<file path="config.mk">
export PLATFORM = sky130hd
export DESIGN_NAME = prio_deco_pipe
export DESIGN_NICKNAME = d
export VERILOG_FILES = /design/src/rtl/prio_pkg.sv /design/src/rtl/code_dec.sv /design/src/rtl/prio_deco_pipe.sv
export SDC_FILE = /design/constraint.sdc
export NUM_CORES = 1
export LEC_CHECK = 0
export BUFFER_PORTS_ARGS = -buffer_cell sky130_fd_sc_hd__buf_2
export CORE_MARGIN = 2
export CORE_UTILIZATION = 49
export DETAILED_ROUTE_END_ITERATION = 6
export PLACE_DENSITY = 0.78
export SLEW_MARGIN = 20
export SYNTH_ARGS = -nofsm -noshare
export SYNTH_HDL_FRONTEND = slang
export SYNTH_SLANG_ARGS = --single-unit
</file>
<file path="constraint.sdc">
create_clock -name clk -period 2.5 [get_ports clk]
set_clock_uncertainty 0.2 [all_clocks]
set_input_delay 0.125 -clock clk [delete_from_list [all_inputs] [get_ports clk]]
set_output_delay 0.125 -clock clk [all_outputs]
set_load 0.005 [all_outputs]
</file>
<file path="src/rtl/prio_pkg.sv">
// Shared widths and the token record for the priority-decode pipeline.
package prio_pkg;

    localparam int CODE_W = 3;
    localparam int N_OUT  = 1 << CODE_W;

    // One pipeline token: encoded line index plus enable (en = 0 is a null token).
    typedef struct packed {
        logic [CODE_W-1:0] code;
        logic              en;
    } tok_t;

endpackage

</file>
<file path="src/rtl/code_dec.sv">
// Combinational code-to-one-hot decoder with enable; all zero when disabled.
module code_dec
    import prio_pkg::*;
#(
    parameter int CODE_W = prio_pkg::CODE_W,
    parameter int N_OUT  = prio_pkg::N_OUT
) (
    input  logic [CODE_W-1:0] code,
    input  logic              en,
    output logic [N_OUT-1:0]  onehot
);

    // Drive a single hot bit at the code position, or nothing for a null token.
    always_comb begin
        onehot = '0;
        if (en) begin
            onehot[code] = 1'b1;
        end
    end

endmodule

</file>
<file path="src/rtl/prio_deco_pipe.sv">
// Two-stage decode pipeline: S1 holds (code, en), S2 presents the one-hot.
// S1 is held back while its line is still busy or already sitting in S2,
// so a line is never issued twice before it has been released.
module prio_deco_pipe
    import prio_pkg::*;
#(
    parameter int CODE_W = prio_pkg::CODE_W,
    parameter int N_OUT  = prio_pkg::N_OUT
) (
    input  logic              clk,
    input  logic              rst_n,
    input  logic              in_valid,
    output logic              in_ready,
    input  logic [CODE_W-1:0] in_code,
    input  logic              in_en,
    output logic              out_valid,
    input  logic              out_ready,
    output logic [N_OUT-1:0]  out_onehot,
    input  logic [N_OUT-1:0]  done,
    output logic [N_OUT-1:0]  busy,
    output logic [7:0]        issue_cnt
);

    tok_t             tok_p1;
    tok_t             tok_p2;
    logic             vld_p1;
    logic             vld_p2;
    logic [N_OUT-1:0] onehot_p2;
    logic [N_OUT-1:0] busy_eff;
    logic [N_OUT-1:0] set_vec;
    logic             in_fire;
    logic             out_fire;
    logic             s2_free;
    logic             hazard_busy;
    logic             hazard_s2;
    logic             stall_p1;
    logic             adv_p1;

    // ---- handshake / hazard control ----
    assign out_fire = vld_p2 & out_ready;
    assign s2_free  = ~vld_p2 | out_ready;

    // A release arriving this cycle frees the line immediately, so a stalled
    // token can move into S2 on the same edge that clears busy.
    assign busy_eff    = busy & ~done;
    assign hazard_busy = busy_eff[tok_p1.code];
    assign hazard_s2   = vld_p2 & tok_p2.en & (tok_p2.code == tok_p1.code);
    assign stall_p1    = tok_p1.en & (hazard_busy | hazard_s2);
    assign adv_p1      = vld_p1 & s2_free & ~stall_p1;

    // in_ready depends only on pipeline state (and reset), never on in_valid.
    assign in_ready = rst_n & (~vld_p1 | adv_p1);
    assign in_fire  = in_valid & in_ready;

    // ---- stage S1: accepted token ----
    // S1 occupancy: fill on input fire, drain when the token advances.
    always_ff @(posedge clk or negedge rst_n) begin
        if (!rst_n) begin
            vld_p1 <= 1'b0;
        end else if (in_fire) begin
            vld_p1 <= 1'b1;
        end else if (adv_p1) begin
            vld_p1 <= 1'b0;
        end
    end

    // S1 payload capture; qualified by vld_p1 so no reset is needed.
    always_ff @(posedge clk) begin
        if (in_fire) begin
            tok_p1 <= '{code: in_code, en: in_en};
        end
    end

    // ---- stage S2: token presented downstream ----
    // S2 occupancy: fill when S1 advances, drain on output fire.
    always_ff @(posedge clk or negedge rst_n) begin
        if (!rst_n) begin
            vld_p2 <= 1'b0;
        end else if (adv_p1) begin
            vld_p2 <= 1'b1;
        end else if (out_fire) begin
            vld_p2 <= 1'b0;
        end
    end

    // S2 payload capture; held while stalled by out_ready = 0.
    always_ff @(posedge clk) begin
        if (adv_p1) begin
            tok_p2 <= tok_p1;
        end
    end

    // Gating the enable with vld_p2 keeps the output at zero when S2 is empty,
    // including the moment reset is asserted.
    code_dec #(
        .CODE_W (CODE_W),
        .N_OUT  (N_OUT)
    ) u_code_dec (
        .code   (tok_p2.code),
        .en     (tok_p2.en & vld_p2),
        .onehot (onehot_p2)
    );

    assign out_valid  = vld_p2;
    assign out_onehot = onehot_p2;

    // ---- issue tracking ----
    // A null token decodes to zero, so it sets no busy bit.
    assign set_vec = out_fire ? onehot_p2 : '0;

    // Busy lines: releases clear, issues set, and a set beats a same-cycle clear.
    always_ff @(posedge clk or negedge rst_n) begin
        if (!rst_n) begin
            busy <= '0;
        end else begin
            busy <= (busy & ~done) | set_vec;
        end
    end

    // Count of non-null issues, wrapping naturally at 8 bits.
    always_ff @(posedge clk or negedge rst_n) begin
        if (!rst_n) begin
            issue_cnt <= '0;
        end else if (out_fire && tok_p2.en) begin
            issue_cnt <= issue_cnt + 8'd1;
        end
    end

endmodule

</file>
After elaboration in Yosys (flattened, before gate mapping)
Cells that the tools add are included.
{ "totals": {"wordCells": 44, "reg_bits": 26, "in_bits": 16} }
{ "op_classes": {"n_lt_le_gt_ge": 3, "n_addsub": 1, "bitwise_logic": 17, "eq_ne": 1, "n_reduce_logical": 4, "mux": 10} }
{ "ops": {"columns": ["op", "n"], "rows": [
  ["$mux 8", 2],
  ["$add 8x1->8 const B", 1],
  ["$and 1x1->1", 8],
  ["$and 8x8->8", 1],
  ["$lt 3x4->1 const B", 2],
  ["$not 8->8", 1],
  ["$or 8x8->8", 1],
  ["$mux 1", 6],
  ["$reduce_bool 2->1", 2],
  ["$bmux 1 s3", 1],
  ["$demux 1 s3", 1],
  ["$eq 3x3->1", 1],
  ["$ge 3x1->1 const B", 1],
  ["$not 1->1", 3],
  ["$or 1x1->1", 3],
  ["$logic_and 1x1->1", 2]
]} }

Longest topological paths before layout
Gate-level depths: netlist (run 1).
{ "logic_depth": {"ltp_word": 12, "depth_mapped": 5} }

Modules after synthesis
From an unflattened synthesis (run 1), not the netlist that was laid out.
{ "hier_totals": {"cells_unflattened": 112, "hier_area_um2": 1306.3} }
{ "modules_own_cells": {"columns": ["mod", "n_inst", "area_per_inst_um2", "cells_per_inst", "seq_area_each_um2"], "rows": [
  ["prio_deco_pipe", 1, 1211.2, 104, 690.7],
  ["code_dec", 1, 95.1, 8, 0.0]
]} }

Worst setup path before layout (run 1)
No wires, ideal clock.
{ "synth_path": {"path_kind": "reg2reg", "start": "register tok_p1[1] in the netlist's numbering", "end": "register tok_p1[0] in the netlist's numbering, enable pin", "setup_slack_ps": 594, "path_stages_with_launch": 4, "period_less_slack_ps": 1906, "setup_time_ps": 373, "arrival_ps": 1333, "cell_sequence": "edfxtp_1 mux4_2 o21ai_2 o31ai_1"} }
{ "synth_via": {"elab_chain_cells": 9, "word_cells_on_any_way": 11, "cone_classes": "eq/ne: 1; mux: 2; bitwise: 8"} }
{ "synth_lines": {"columns": ["item", "line_no", "rtl"], "rows": [
  ["from (decl)", "prio_deco_pipe.sv:24", "tok_t tok_p1;"],
  ["from (signal assigned)", "prio_deco_pipe.sv:70", "tok_p1 <= '{code: in_code, en: in_en};"],
  ["$bmux 1 s3 / $eq 3x3->1 (equally long branches)", "prio_deco_pipe.sv:46, prio_deco_pipe.sv:47", null],
  ["$mux 1 (not written as such) / $and 1x1->1 (equally long branches)", "prio_deco_pipe.sv:46, prio_deco_pipe.sv:47", null],
  ["$or 1x1->1 *", "prio_deco_pipe.sv:48", "assign stall_p1 = tok_p1.en & (hazard_busy | hazard_s2);"],
  ["$and 1x1->1 *", "prio_deco_pipe.sv:48", null],
  ["$not 1->1 *", "prio_deco_pipe.sv:49", "assign adv_p1 = vld_p1 & s2_free & ~stall_p1;"],
  ["$and 1x1->1 *", "prio_deco_pipe.sv:49", null],
  ["$or 1x1->1 *", "prio_deco_pipe.sv:52", "assign in_ready = rst_n & (~vld_p1 | adv_p1);"],
  ["$and 1x1->1 *", "prio_deco_pipe.sv:52", null],
  ["$and 1x1->1 *", "prio_deco_pipe.sv:53", "assign in_fire = in_valid & in_ready;"],
  ["named net in_fire", "prio_deco_pipe.sv:31", "logic in_fire;"]
]} }
Mark *: on every way through the listed nets, which the timed path passes. The rest lies on a longest branch. The select of a mux whose other input is x is not followed.
A chain may end at the register's enable or synchronous reset.

Worst setup path after layout (run 1)
{ "layout_path": {"start": "register tok_p2[3] in the netlist's numbering", "end": "output in_ready"} }
{ "layout_via": {"elab_chain_cells": 8} }
{ "layout_lines": {"columns": ["item", "line_no", "rtl"], "rows": [
  ["from (decl)", "prio_deco_pipe.sv:25", "tok_t tok_p2;"],
  ["from (signal assigned)", "prio_deco_pipe.sv:89", "tok_p2 <= tok_p1;"],
  ["$eq 3x3->1", "prio_deco_pipe.sv:47", "assign hazard_s2 = vld_p2 & tok_p2.en & (tok_p2.code == tok_p1.code);"],
  ["$and 1x1->1", "prio_deco_pipe.sv:47", null],
  ["$or 1x1->1", "prio_deco_pipe.sv:48", null],
  ["$and 1x1->1", "prio_deco_pipe.sv:48", null],
  ["$not 1->1", "prio_deco_pipe.sv:49", null],
  ["$and 1x1->1", "prio_deco_pipe.sv:49", null],
  ["$or 1x1->1", "prio_deco_pipe.sv:52", null],
  ["$and 1x1->1", "prio_deco_pipe.sv:52", null],
  ["to (decl)", "prio_deco_pipe.sv:13", "output logic in_ready,"]
]} }
No other way between the ends.

==> results of run 1 <==
## routing by layer
| metal | vias up | part of all wire | global-route usage |
|---|---|---|---|
| met5 | - | 0 | 0 |
| met2 | 35 | 0.53 | 0.3936 |
| li1 | 517 | - | - |
| met4 | 0 | 0.0080 | 0.07500 |
| met3 | 4 | 0.053 | 0.03552 |
| met1 | 534 | 0.41 | 0.2700 |
## cell families (layout without fill, tap and decap cells)
| logic type | after synthesis | in the layout | share of synthesized area |
|---|---|---|---|
| flip-flops | 26 | 26 | 0.5553 |
| multiplexers | 2 | 2 | 0.03621 |
| buffers and inverters | 6 | 65 | 0.02514 |
| adder cells (fa/ha/maj) | 1 | 1 | 0.01006 |
| AND/OR/NAND/NOR | 50 | 50 | 0.2052 |
| XOR/XNOR | 10 | 10 | 0.07043 |
| AO/OA/AOI/OAI | 18 | 18 | 0.09760 |
## cell usage after synthesis (all sizes together) (2+ instances only)
library cell	count	area, um2
dfrtp	18	450.4
nand2	12	45.04
nand2b	11	68.82
edfxtp	8	240.2
nor2	8	30.03
o21ai	8	43.79
nand3	7	35.03
xnor2	7	61.31
nor3	4	20.02
o31ai	4	30.03
inv	3	11.26
xor2	3	26.28
and3	2	12.51
buf	2	16.26
mux4	2	45.04
nand4	2	12.51
## cell type report
cell class / count / area, um2 / area share
Clock buffer: 3 / 22.52 / 0.01335
Tap cell: 30 / 37.54 / 0.02226
Multi-Input combinational cell: 81 / 521.8 / 0.3093
Timing Repair Buffer: 58 / 372.9 / 0.2211
Sequential cell: 26 / 690.7 / 0.4095
Clock inverter: 1 / 30.03 / 0.01780
Inverter: 3 / 11.26 / 0.006677
## worst paths after layout
| kind | from | endpoint | slack [ps] |
|---|---|---|---|
| hold / removal | rst_n | busy[4]$_DFF_PN0_ | 180 |
| setup / recovery | tok_p2[3]$_DFFE_PP_ | in_ready | 260 |
| setup reg to reg | tok_p1[1]$_DFFE_PP_ | tok_p1[0]$_DFFE_PP_ | 330 |
| hold reg to reg | issue_cnt[7]$_DFFE_PN0P_ | issue_cnt[7]$_DFFE_PN0P_ | 280 |
| min in group clk | issue_cnt[7]$_DFFE_PN0P_ | issue_cnt[7]$_DFFE_PN0P_ | 280 |
| max in group asynchronous | rst_n | vld_p1$_DFFE_PN0P_ | 1410 |
## power by group through the flow
stage               clock, mW  sequential [mW]  combinational, mW
floorplan                   0            0.544             0.0836
global placement            0            0.549              0.148
detailed placement          0            0.556              0.152
CTS                     0.292            0.547              0.172
global route            0.305            0.556              0.198
finish                  0.284            0.547              0.170
## worst max-delay path, stage by stage (launching register included)
cell	delay, ps
edfxtp_1	530
xor2_1	200
or4_4	530
o21ai_2	110
o31ai_1	100
buf_2	130
## state kept, by name, summed over array words and instances (netlist names)
| register | count |
|---|---|
| busy | 8 |
| issue_cnt | 8 |
| tok_p1 | 4 |
| tok_p2 | 4 |
| out_valid | 1 |
| vld_p1 | 1 |
==> results.yml, run 1 <==
finish:
  stdcell_count: 202
  fin_area_um2: 1687
  drive_above_1_share: 0.2965
  final_util: 0.6934
  layout_commonest_cell: "buf_2"
  fillCellCount: 189
  most-common-layout-cells: "41 x buf_2, 18 x dfrtp_1, 16 x dlygate4sd3_1"
  area_delta_synth_final_pct: 35.61
  diodes: 0
  nets: 190
power:
  p_int_uw: 740.6
  switchingPower_uw: 259.9
  pwr-share-seq: 0.547
  ir_worst_vdd_v: 0.0005341
  combPwrFrac: 0.170
  switching_share: 0.2598
  powerDensity_nw_per_um2: 593.2
  leakage_nw: 0.7901
  p_total_mw: 1.000
  pwr-share-clk: 0.283
placed_design:
  postPlaceCellArea_um2: 1474
  dp_hpwl_mm: 2.073
  pre_cts_ws_ps: 378.4
  gp_congestion: 0.9067
  io_buffers: 41
  dpl.cell_count: 182
synthesis:
  syn_avg_cell_area_um2: 11.01
  syn-cell-area_um2: 1244
  ys_seq_elements: 26
  syn-instance-count: 113
  yosysUniqueCellTypes: 30
  synth_nets: 130
  synth_edf_count: 8
  yosysWarnings: 0
  yosysSeqAreaShare: 0.5553
  async_reset_ff_frac: 0.6923
  synth_top_flop_cell: "dfrtp_1"
die:
  rows: 18
  die-height_um: 54.38
  die_w_um: 54.38
  io_pins: 42
  start_util: 0.5113
  dieArea_um2: 2957
  core_um2: 2432
clocking:
  cts_made_buffers: 3
  cts_root_buf: "clkbuf_4"
  post_cts_buffers: 0
  cts.repair.resized: 0
  cts_tree: "built"
  h-tree-depth: 1
  cts_buffer_depth: 2
  clk_pin_slew_ps: 150
  clock-sinks: 26
  ctsHoldBuffers: 16
  clock_latency_ps: 320
grt:
  grt_pass1_wl_mm: 4.616
  grt_antenna_before_repair: 0
  grt_use_total: 0.2210
  grt_pass1_vias: 1041
  overflow: 0
  grt_max_degree: 19
sta:
  hold_slack_ps: 179.9
  slew_headroom: 0.5384
  tns_ps: 0
  rsz0062_at_grt: "no"
  max_freq_ghz: 0.4459
  worst_pin_slew_ps: 686.6
  setup_viol: 0
  slew_violations: 0
  setup_ws_ps: 257.1
  period_minus_slack_ps: 2243
  hold_viol_final: 0
  fin_crit_sh: 0.8971
route:
  vias: 1090
  drc: 0
  totalWireLength_mm: 2.890
  initialDrtViolationCount: 18
  firstDrtPassIters: 4
  via_per_inst: 5.396
  ant_nets: 0
  wire_per_inst_um: 14.31
outcome:
  status: "finished clean"
hold_path:
  hold_class: "in -> async"
critical_path:
  rr_worst_depth: 3
  path_class: "reg -> out"
  critPathLaunchType: "flip-flop"
  endpoint_kind: "output pin"
  cp.required_ps: 2170
  worst-path-max-fanout: 8
  cp.arrival_ps: 1920
job:
  cap_violations: 0
Power figures use the tool's default switching activity.
==> run 2, diff against run 1 <==
Settings changed: SETUP_SLACK_MARGIN from default to 0.4.
==> run 2 against run 1 <==
Compared with the run above:
- sequential power barely moved
- final cell count rose by 2.5%
- setup slack improved by 81 ps
- final area rose by 2.7%
- largest power group unchanged
- sequential cell count did not move
- highest routed layer unchanged
- maximum frequency rose by 3.7%
- die area did not move
- critical endpoint is now tok_p1[0]$_DFFE_PP_
- critical path type is now reg -> reg
==> results.yml, run 2 (synthesized netlist as in run 1, its figures left out) <==
outcome:
  status: "finished clean"
placed_design:
  gp_congestion: 0.9067
  postPlaceCellArea_um2: 1474
  dp_hpwl_mm: 2.073
  io_buffers: 41
critical_path:
  cp_slowest_cell: "o31ai_1"
  cp.required_ps: 2260
  worstPathCellList: "mux4_2 -> nor2_2 -> o31ai_1"
  rr_worst_depth: 3
  path_class: "reg -> reg"
  crit_family: "compound AO/OA/AOI/OAI gates"
  slowest_delay_ps: 610
  cp.depth: 3
  endpoint_kind: "flip-flop"
  worst-path-max-fanout: 4
  cp_num_buf_inv: 0
  cp.arrival_ps: 1920
  critPathLaunchType: "flip-flop"
grt:
  grt_pass1_wl_mm: 4.871
  grt_pass1_vias: 1038
  grt_antenna_before_repair: 0
  overflow: 0
  grt_use_total: 0.2336
  grt_max_degree: 19
finish:
  diodes: 0
  layout_commonest_cell: "buf_2"
  most-common-layout-cells: "41 x buf_2, 18 x dfrtp_1, 16 x dlygate4sd3_1"
  top_regs: "busy: 8 flops, issue_cnt: 8 flops"
  area_delta_synth_final_pct: 39.24
  drive_above_1_share: 0.3277
  nets: 195
  fin_area_um2: 1732
route:
  firstDrtPassIters: 4
  wire_per_inst_um: 14.80
  initialDrtViolationCount: 32
  ant_nets: 0
  totalWireLength_mm: 3.063
  drc: 0
  vias: 1126
  via_per_inst: 5.440
clocking:
  clock_latency_ps: 320
  h-tree-depth: 1
  clk_pin_slew_ps: 150
  cts_buffer_depth: 2
  cts_made_buffers: 3
  cts_root_buf: "clkbuf_4"
  clock-sinks: 26
  cts_tree: "built"
die:
  io_pins: 42
  dieArea_um2: 2957
  core_um2: 2432
  start_util: 0.5113
  die-height_um: 54.38
  die_w_um: 54.38
  rows: 18
power:
  leakage_nw: 0.7963
  powerDensity_nw_per_um2: 580.3
  ir_worst_vdd_v: 0.0005368
sta:
  worst_pin_slew_ps: 681.7
  max_freq_ghz: 0.4626
  hold_viol_final: 0
  period_minus_slack_ps: 2162
  fin_crit_sh: 0.8648
  setup_viol: 0
  rsz0062_at_grt: "yes"
  slew_headroom: 0.5416
  tns_ps: 0
  slew_violations: 0
hold_path:
  hold_class: "in -> async"
job:
  cap_violations: 0
## run 2: per-stage QoR
stage | hold WS [ps] | power, mW | setup WS (ps) | util | cells
CTS | 175.1 | 1.006 | 342.5 | 0.7027 | 205
global route | 229.0 | 1.060 | 265.3 | 0.7119 | 207
floorplan | -370.6 | 0.6274 | 593.9 | - | 113
global placement | -249.4 | 0.6977 | 495.9 | 0.6060 | 182
detailed placement | -245.0 | 0.7073 | 378.4 | 0.6060 | 182
finish | 188.3 | 1.005 | 338.1 | 0.7119 | 207
## run 2: area by class of cell
type	instances	area, um2
multi-input cells	81	529.3
clock buffers	3	22.52
inverters	3	11.26
fillers	186	700.7
well taps	30	37.54
flip-flops and latches	26	690.7
clock inverters	1	30.03
repair buffers	63	410.4
## run 2: worst min-delay path, stage by stage
cell	delay (ps)
dlygate4sd3_1	520
buf_2	180
buf_4	280
## run 2: path summary, 6_finish.rpt
| kind | from | endpoint | slack [ps] |
|---|---|---|---|
| setup / recovery | tok_p1[1]$_DFFE_PP_ | tok_p1[0]$_DFFE_PP_ | 340 |
| hold reg to reg | issue_cnt[7]$_DFFE_PN0P_ | issue_cnt[7]$_DFFE_PN0P_ | 280 |
| max in group asynchronous | rst_n | vld_p1$_DFFE_PN0P_ | 1410 |
| hold / removal | rst_n | busy[2]$_DFF_PN0_ | 190 |
| setup reg to reg | tok_p1[1]$_DFFE_PP_ | tok_p1[0]$_DFFE_PP_ | 340 |
| min in group clk | issue_cnt[7]$_DFFE_PN0P_ | issue_cnt[7]$_DFFE_PN0P_ | 280 |
## run 2: repair_timing
| action | in CTS | in global routing |
|---|---|---|
| endpoints found under the hold margin | 32 | 0 |
| hold buffers | 16 | 0 |
| setup endpoints to repair | 5 | 9 |
| resized for setup | 0 | 2 |
| buffers inserted | 3 | 2 |
## run 2: routing by layer
metal,share of wire,global-route usage
met1,0.41,0.3000
met2,0.52,0.4137
met3,0.049,0.03005
met4,0.017,0.06250
met5,0,0
## run 2: power by group
group	internal, mW	total [mW]	switching (mW)
logic	0.0941	0.175	0.0814
clock network	0.162	0.284	0.122
registers	0.485	0.546	0.0611
total	0.741	1.00	0.264
==> run 3, diff against run 2 <==
Settings changed: ABC_AREA from default to 1.
==> run 3 against run 2 <==
Compared with the run above:
- final cell count grew 2.4%
- first-iteration DRC count shrank 9.4%
- via count shrank 1.1%
- non-clock buffer count shrank 7
- sequential power grew 16%
- count of clock-buffer cells in the layout grew 1
- critical path type is now reg -> out
- critical endpoint is now in_ready
- largest cell class unchanged
==> results.yml, run 3 <==
power:
  p_total_mw: 1.189
  ir_worst_vdd_v: 0.0007354
  powerDensity_nw_per_um2: 711.1
  leakage_nw: 0.8771
route:
  totalWireLength_mm: 3.015
  vias: 1114
  wire_per_inst_um: 14.22
  via_per_inst: 5.255
  ant_nets: 0
  drc: 0
  initialDrtViolationCount: 29
  firstDrtPassIters: 4
finish:
  layout_commonest_cell: "buf_2"
  nets: 200
  fillCellCount: 194
  drive_above_1_share: 0.3242
  most-common-layout-cells: "41 x buf_2, 20 x inv_1, 17 x dfrtp_1"
  diodes: 0
  final_util: 0.6809
  area_delta_synth_final_pct: 33.47
  top_regs: "busy: 8 flops, issue_cnt: 8 flops"
die:
  die-height_um: 54.56
  io_pins: 42
  start_util: 0.5102
  core_um2: 2455
  die_w_um: 54.56
  rows: 18
  dieArea_um2: 2976
placed_design:
  dp_hpwl_mm: 2.212
  io_buffers: 41
  gp_congestion: 0.8943
synthesis:
  yosys.area.top_type_share: 0.3596
  yosysTopAreaCell: "dfrtp_1"
  async_reset_ff_frac: 0.6923
  yosysWarnings: 0
  synth_nets: 141
  syn_avg_cell_area_um2: 10.10
  yosysSeqAreaShare: 0.5514
  synth_top_flop_cell: "dfrtp_1"
  yosysUniqueCellTypes: 24
  synth_area_leaders: "dfrtp_1 36%, edfxtp_1 19%, nand3_1 6.8%, a32o_1 6.4%, inv_1 6.0%"
  yosys-top-cells-count: "20 x inv_1, 18 x dfrtp_1, 17 x nand3_1"
  syn-cell-area_um2: 1252
  syn-instance-count: 124
  ys_seq_elements: 26
  synth_edf_count: 8
  yosysMostFrequentCell: "inv_1"
critical_path:
  path_class: "reg -> out"
  endpoint_kind: "output pin"
  slowest_delay_ps: 550
  crit_family: "simple AND/OR/NAND/NOR gates"
  crit_top_cell: "nand3_1"
  critPathLaunchType: "flip-flop"
  cp_num_buf_inv: 3
  cp_slowest_cell: "edfxtp_1"
  worstPathCellList: "inv_2 -> nand3_1 -> nand3_1 -> nand3_1 -> nand3_1 -> nand2_1 -> nand2_2 -> nand2_2 -> nand2_2 -> inv_1 -> buf_2"
  cp.required_ps: 2170
  cp.arrival_ps: 1770
  worst-path-max-fanout: 8
grt:
  grt_pass1_wl_mm: 4.685
  grt_max_degree: 21
  overflow: 0
  grt_use_total: 0.2214
  grt_pass1_vias: 1064
  grt_antenna_before_repair: 0
clocking:
  h-tree-depth: 1
  cts_root_buf: "clkbuf_4"
  clock-sinks: 26
  post_cts_buffers: 0
  clock_latency_ps: 310
  clk_pin_slew_ps: 140
  cts_made_buffers: 3
  cts_tree: "built"
  cts_buffer_depth: 2
sta:
  fin_crit_sh: 0.8364
  worst_pin_slew_ps: 457.3
  rsz0062_at_grt: "yes"
  max_freq_ghz: 0.4782
  period_minus_slack_ps: 2091
  hold_viol_final: 0
  slew_violations: 0
  hold_slack_ps: 67.52
  setup_viol: 0
  slew_headroom: 0.6951
  tns_ps: 0
job:
  cap_violations: 0
outcome:
  status: "finished clean"
hold_path:
  hold_class: "in -> async"
-- run 3: changes by cell type after synthesis, sizes merged, moves of 2 or more --
cell and delta:
inv +18, nand2b -11, nand3 +11, a32o +8, nor2 +8, nand2 +5, o21ai -5, nor3 -4
o31ai -4, and3 -2, mux4 -2, xnor2 -2
-- run 3: area by class of cell --
class	instances	area, um2	share of cell area
sequential	26	691.9	0.4139
tap	30	37.54	0.02246
timing repair buffer	56	355.3	0.2126
clock buffer	4	36.28	0.02171
inverter	22	83.83	0.05015
multi-input combinational	74	466.7	0.2792
-- run 3: report_power, final --
group	internal, mW	total, mW	switching [mW]
Clock	0.0889	0.214	0.125
Combinational	0.157	0.343	0.186
Sequential	0.527	0.632	0.105
-- run 3: logic make-up after synthesis --
kind of cell    after synthesis  synth area share
fa+ha+maj                     1          0.009988
compound gates               12           0.07992
mux                           1          0.008990
flops                        26            0.5514
xor+xnor                      7           0.04895
buf+inv                      24           0.07991
simple gates                 53            0.2208
-- run 3: worst paths after layout --
kind	slack, ps	cells after the start	endpoint	startpoint
worst max-delay path	410	11	in_ready	tok_p1[1]$_DFFE_PP_
worst min-delay path	70	2	busy[2]$_DFF_PN0_	rst_n
worst max register to register	550	10	tok_p1[2]$_DFFE_PP_	tok_p1[1]$_DFFE_PP_
worst min register to register	290	0	tok_p2[0]$_DFFE_PP_	tok_p1[0]$_DFFE_PP_
max in group asynchronous	1700	2	out_valid$_DFFE_PN0P_	rst_n
min in group clk	290	0	tok_p2[0]$_DFFE_PP_	tok_p1[0]$_DFFE_PP_
-- run 3: repair_timing --
item / in CTS / in global routing
hold buffers: 15 / 0
endpoints found under the setup margin: 1 / 1
hold endpoints to repair: 36 / 0
gates resized for setup: 1 / 1
pin swaps: 0 / 1
-- run 3: metal layers --
layer	vias to the layer above	wire length, um	track usage	part of all wire
li1	530	-	-	-
met4	0	24	0.06250	0.0080
met1	529	1270	0.2713	0.42
met5	-	0	0	0
met3	4	184	0.04372	0.061
met2	51	1535	0.3936	0.51
-- run 3: worst register-to-register path, cell delays in order (launching register included) --
cell	delay [ps]
edfxtp_1	550
inv_2	100
nand3_1	120
nand3_1	80
nand3_1	80
nand3_1	80
nand2_1	80
nand2_2	60
nand2_2	70
nand2_2	60
nor2_2	210
-- run 3: metrics by stage --
stage | std cells | setup slack, ps | cell area, um2
6_report | 212 | 408.9 | 1672
3_5_place_dp | 193 | 577.8 | 1479
3_3_place_gp | 193 | 710.7 | 1479
4_1_cts | 212 | 400.1 | 1667
2_1_floorplan | 124 | 826.5 | 1252
5_1_grt | 212 | 268.8 | 1672
